File: config.mk
export PLATFORM = sky130hd
export DESIGN_NAME = approx_sklansky_pipe
export DESIGN_NICKNAME = d
export VERILOG_FILES = /design/src/rtl/approx_sklansky_pipe_pkg.sv /design/src/rtl/prefix_pg_cell.sv /design/src/rtl/approx_sklansky_pipe.sv
export SDC_FILE = /design/constraint.sdc
export NUM_CORES = 1
export LEC_CHECK = 0
export CAP_MARGIN = 30
export CORE_MARGIN = 2
export CORE_UTILIZATION = 57
export DETAILED_ROUTE_END_ITERATION = 7
export HOLD_SLACK_MARGIN = 0.06
export PLACE_DENSITY = 0.91
export SLEW_MARGIN = 15
export SYNTH_ARGS = -nofsm -noshare
export SYNTH_HDL_FRONTEND = slang
export SYNTH_HIERARCHICAL = 1
export SYNTH_SLANG_ARGS = --single-unit
export TNS_END_PERCENT = 100
File: constraint.sdc
create_clock -name clk -period 15.1 [get_ports clk]
set_input_delay 3.02 -clock clk [delete_from_list [all_inputs] [get_ports clk]]
set_output_delay 3.02 -clock clk [all_outputs]
set_load 0.005 [all_outputs]
File: src/rtl/approx_sklansky_pipe_pkg.sv
// Shared propagate/generate type, black-cell combine function and prefix depth helper
// for the approximate Sklansky adder pipeline.
package approx_adder_pkg;

   typedef struct packed {
      logic p;
      logic g;
   } pg_t;

   function automatic pg_t pg_combine(input pg_t hi, input pg_t lo);
      pg_t r;
      r.p = hi.p & lo.p;
      r.g = hi.g | (hi.p & lo.g);
      return r;
   endfunction

   function automatic int PREFIX_LEVELS(input int width);
      return $clog2(width);
   endfunction

endpackage

File: src/rtl/prefix_pg_cell.sv
// Combinational Sklansky black cell: merges a higher group with the adjacent lower group.
// Zero latency, no handshake.
module prefix_pg_cell
   import approx_adder_pkg::*;
(
   input  pg_t hi,
   input  pg_t lo,
   output pg_t grp
);

   assign grp = pg_combine(hi, lo);

endmodule

File: src/rtl/approx_sklansky_pipe.sv
// Pipelined Sklansky adder with per-beat approximation depth k; APPROX_ERR_MON_EN adds the error monitor.
// Latency $clog2(WIDTH)+2; in_ready = !out_valid || out_ready, the whole pipe stalls as one unit.
module approx_sklansky_pipe
   import approx_adder_pkg::*;
#(
   parameter int WIDTH = 16,
   parameter int K_MAX = 8,
   parameter int KW    = $clog2(K_MAX + 1)
) (
   input  logic             clk,
   input  logic             rst,
   input  logic             in_valid,
   output logic             in_ready,
   input  logic [WIDTH-1:0] A,
   input  logic [WIDTH-1:0] B,
   input  logic             Carry_in,
   input  logic [KW-1:0]    k,
   output logic             out_valid,
   input  logic             out_ready,
   output logic [WIDTH-1:0] Sum,
   output logic             Carry_Out,
   output logic [WIDTH:0]   err_dist,
   output logic [31:0]      err_count
);

   localparam int               LEVELS = PREFIX_LEVELS(WIDTH);
   localparam logic [WIDTH-1:0] ONE    = WIDTH'(1);

   logic          advance;
   logic [KW-1:0] k_clamped;

   assign in_ready  = !out_valid || out_ready;
   assign advance   = in_ready;
   assign k_clamped = (k > KW'(K_MAX)) ? KW'(K_MAX) : k;

   // Raw operand terms ride alongside the tree; the final stage needs them for low-bit sums.
   logic             st_vld [0:LEVELS];
   logic [WIDTH-1:0] st_p   [0:LEVELS];
   logic [WIDTH-1:0] st_g   [0:LEVELS];
   logic [KW-1:0]    st_k   [0:LEVELS];
   logic             st_cin [0:LEVELS];

   logic [WIDTH-1:0] tr_p      [1:LEVELS];
   logic [WIDTH-1:0] tr_g      [1:LEVELS];
   logic [WIDTH-1:0] lvl_in_p  [1:LEVELS];
   logic [WIDTH-1:0] lvl_in_g  [1:LEVELS];
   logic [WIDTH-1:0] lvl_out_p [1:LEVELS];
   logic [WIDTH-1:0] lvl_out_g [1:LEVELS];

   // Tree input: bits below k-1 are killed and bit k-1 becomes a pure generate seed,
   // so the plain prefix G[0..i] equals G[k..i] | P[k..i]&g[k-1]; for k=0 Carry_in folds into bit 0.
   logic [WIDTH-1:0] low_mask0;
   logic [WIDTH-1:0] seed_mask0;
   logic [WIDTH-1:0] tin_p;
   logic [WIDTH-1:0] tin_g;
   logic             cin_fold;

   always_comb begin
      low_mask0  = (ONE << st_k[0]) - ONE;
      seed_mask0 = (ONE << st_k[0]) >> 1;
      cin_fold   = (st_k[0] == '0) && st_cin[0] && st_p[0][0];
      tin_p      = st_p[0] & ~low_mask0;
      tin_g      = (st_g[0] & (~low_mask0 | seed_mask0)) | {{(WIDTH-1){1'b0}}, cin_fold};
   end

   assign lvl_in_p[1] = tin_p;
   assign lvl_in_g[1] = tin_g;

   for (genvar j = 2; j <= LEVELS; j++) begin : g_link
      assign lvl_in_p[j] = tr_p[j-1];
      assign lvl_in_g[j] = tr_g[j-1];
   end

   for (genvar j = 1; j <= LEVELS; j++) begin : g_lvl
      for (genvar i = 0; i < WIDTH; i++) begin : g_bit
         if (((i >> (j - 1)) % 2) == 1) begin : g_black
            localparam int LO = ((i >> (j - 1)) << (j - 1)) - 1;
            pg_t hi_pg;
            pg_t lo_pg;
            pg_t grp_pg;
            assign hi_pg = '{p: lvl_in_p[j][i],  g: lvl_in_g[j][i]};
            assign lo_pg = '{p: lvl_in_p[j][LO], g: lvl_in_g[j][LO]};
            prefix_pg_cell u_cell (
               .hi  (hi_pg),
               .lo  (lo_pg),
               .grp (grp_pg)
            );
            assign lvl_out_p[j][i] = grp_pg.p;
            assign lvl_out_g[j][i] = grp_pg.g;
         end else begin : g_pass
            assign lvl_out_p[j][i] = lvl_in_p[j][i];
            assign lvl_out_g[j][i] = lvl_in_g[j][i];
         end
      end
   end

   // Final stage: bits below k take their own generate as carry, the rest take the tree carry.
   logic [WIDTH-1:0] low_mask_f;
   logic [WIDTH-1:0] carry_f;
   logic             cin_f;
   logic [WIDTH-1:0] fin_sum;
   logic             fin_co;

   always_comb begin
      low_mask_f = (ONE << st_k[LEVELS]) - ONE;
      carry_f    = (st_g[LEVELS] & low_mask_f) | (tr_g[LEVELS] & ~low_mask_f);
      cin_f      = (st_k[LEVELS] == '0) && st_cin[LEVELS];
      fin_sum    = st_p[LEVELS] ^ {carry_f[WIDTH-2:0], cin_f};
      fin_co     = carry_f[WIDTH-1];
   end

   always_ff @(posedge clk) begin
      if (rst) begin
         for (int s = 0; s <= LEVELS; s++) begin
            st_vld[s] <= 1'b0;
         end
         out_valid <= 1'b0;
         Sum       <= '0;
         Carry_Out <= 1'b0;
      end else if (advance) begin
         st_vld[0] <= in_valid;
         st_p[0]   <= A ^ B;
         st_g[0]   <= A & B;
         st_k[0]   <= k_clamped;
         st_cin[0] <= Carry_in;
         for (int s = 1; s <= LEVELS; s++) begin
            st_vld[s] <= st_vld[s-1];
            st_p[s]   <= st_p[s-1];
            st_g[s]   <= st_g[s-1];
            st_k[s]   <= st_k[s-1];
            st_cin[s] <= st_cin[s-1];
         end
         out_valid <= st_vld[LEVELS];
         if (st_vld[LEVELS]) begin
            Sum       <= fin_sum;
            Carry_Out <= fin_co;
         end
      end
   end

   always_ff @(posedge clk) begin
      if (advance) begin
         for (int j = 1; j <= LEVELS; j++) begin
            tr_p[j] <= lvl_out_p[j];
            tr_g[j] <= lvl_out_g[j];
         end
      end
   end

`ifdef APPROX_ERR_MON_EN
   logic [WIDTH:0] st_exact [0:LEVELS];
   logic [WIDTH:0] approx_f;
   logic [WIDTH:0] fin_err;

   always_comb begin
      approx_f = {fin_co, fin_sum};
      fin_err  = (st_exact[LEVELS] >= approx_f) ? (st_exact[LEVELS] - approx_f)
                                                : (approx_f - st_exact[LEVELS]);
   end

   always_ff @(posedge clk) begin
      if (rst) begin
         err_dist  <= '0;
         err_count <= '0;
      end else begin
         if (advance) begin
            st_exact[0] <= {1'b0, A} + {1'b0, B} + {{WIDTH{1'b0}}, Carry_in};
            for (int s = 1; s <= LEVELS; s++) begin
               st_exact[s] <= st_exact[s-1];
            end
            if (st_vld[LEVELS]) begin
               err_dist <= fin_err;
            end
         end
         // Saturating count of delivered results that differ from the exact sum.
         if (out_valid && out_ready && (err_dist != '0) && (err_count != '1)) begin
            err_count <= err_count + 32'd1;
         end
      end
   end
`else
   assign err_dist  = '0;
   assign err_count = '0;
`endif

endmodule

==> impl_metrics.ini <==
[synthesis]
avgSynthCellArea_um2 = 17.6
syn_inst = 636
synth_area_um2 = 11200
yosys_warnings = 6

[clock_tree]
ctsHoldBuffers = 0
clk_latency_ns = 0.54
clock-sinks = 302
cts_resized = 0
numCtsBuffers = 27
cts_tree = done
cts_htree_levels = 1
clockBufferDepth = 3
cts_setup_buffers = 0
cts_root_buf = clkbuf_16
path_clk_slew_ns = 0.07

[placed_design]
hpwl_um = 10500
place.gp.congestion = 0.747
port_buffers = 59
dp_slack_ns = 7.28
placed_area_um2 = 11900
dp_cells = 940

[global_route]
grt_start_max_net_pins = 87
overflow = 0
antenna_found_initial = 0
grt_use_total_pct = 17.3
grt_pass1_vias = 5085
grt_pass1_wl_um = 27300

[timing]
slew_headroom_pct = 40.0
hold_viol = 0
worstMarginPinSlew_ns = 0.900
tns_ns = 0
slew_viol_final = 0
finalCritPeriodShare_pct = 51.7
clock_skew_ns = 0.0189
rsz0062_at_grt = false
timing.hold.ws_ns = 0.401
min_period_ns = 7.81
setup_violations = 0
setup_slack_ns = 7.29
fmax_mhz = 128

[drt]
drc = 0
vias_per_cell = 5.20
drt_iter0_markers = 421
drt_first_pass_iters = 4
post_drt_wl_per_cell_um = 17.9
antenna_left = 0
wl_um = 17800
vias = 5153

[pwr]
sequentialPowerShare_pct = 57.1
internal_power_w = 0.00141
p_sw_share_pct = 20.1
power.share.clock_pct = 38.9
power.switching_w = 0.000353
power.density_nw_per_um2 = 137
combPwrFrac_pct = 4.0
p_leak_nw = 4.93
vdd_drop_max_v = 0.0000850

[critical_path]
start_kind = input pin
reg2reg_depth = 5
crit_start = out_ready
critPathArrivalTime_ns = 4.79
cp_max_fo = 18
r2r_start = out_valid
endpoint_kind = output pin
ff2ff_setup_slack_ns = 11.97
cp_data_required_time_ns = 12.08
r2r_end = st_g[0][67]
crit_type = in2out

[floorplanning]
ios = 109
die_area_um2 = 20800
die_h_um = 144
die_x_um = 144
initial_core_util_pct = 57.9
rows = 51
core_um2 = 19300

[hold_path]
hold_end = tr_p[0][58]
worstHoldStart = tr_p[0][42]
hp-class = reg2reg
hold_path_depth = 0

[final_layout]
nFillCells = 1231
multi_input_area_um2 = 1990
regArea_um2 = 8890
drive_gt1_share_pct = 7.30
diodes = 0
final_common_cell = edfxtp_1
design_area_um2 = 12800
final_nets = 767
final_cells = 991
layout-area-overhead-vs-synth_pct = 14.4
final_cell_mix = 284 x edfxtp_1, 59 x clkdlybuf4s50_1, 49 x conb_1

[run]
maxCapViolations = 0

[run_status]
status = complete, no violations
## power groups by stage
stage	logic, W	clock network (W)	registers (W)
global placement	0.0000663	0	0.00102
finish	0.0000711	0.000683	0.00100
global route	0.0000796	0.000722	0.00101
detailed placement	0.0000687	0	0.00102
CTS	0.0000701	0.000690	0.00100
floorplan	0.0000577	0	0.00101
## metal layers
metal	vias up	GRT usage, %	share of wire (%)
li1	2410	-	-
met1	2503	22.1	40
met2	209	29.5	51
met3	31	3.25	6.5
met4	0	6.86	2.3
met5	-	0	0
## how the worst max path moves through the flow
| stage | end |
|---|---|
| after floorplan | st_vld[0][0] |
| after global placement | in_ready |
| after detailed placement | in_ready |
| after CTS | in_ready |
| after global routing | in_ready |
| final | in_ready |
## critical path, stage by stage
cell             delay (ns)
clkdlybuf4s50_1        0.40
nor2b_1                0.39
clkinv_2               0.41
clkdlybuf4s50_1        0.56
## layout make-up
type                       instances  area share, %
inverter                           7          0.215
multi-input combinational        304           15.6
clock buffer                      29           5.34
tap                              265           2.59
timing repair buffer              64           5.22
clock inverter                    20           1.58
sequential                       302           69.5
## state kept, by name, summed over array words and instances, names as in the netlist
name / cells
out_valid: 1
st_cin: 5
st_g: 76
Carry_Out: 1
st_k: 20
tr_p: 34
tr_g: 64
Sum: 16
st_vld: 5
st_p: 80
## stage by stage
step | util (%) | total power, W
2_1_floorplan | - | 0.00107
3_3_place_gp | 61.3 | 0.00108
3_5_place_dp | 61.3 | 0.00109
4_1_cts | 65.9 | 0.00176
5_1_grt | 66.2 | 0.00181
6_report | 66.2 | 0.00176
No activity file was read; power rests on OpenSTA's default activity.
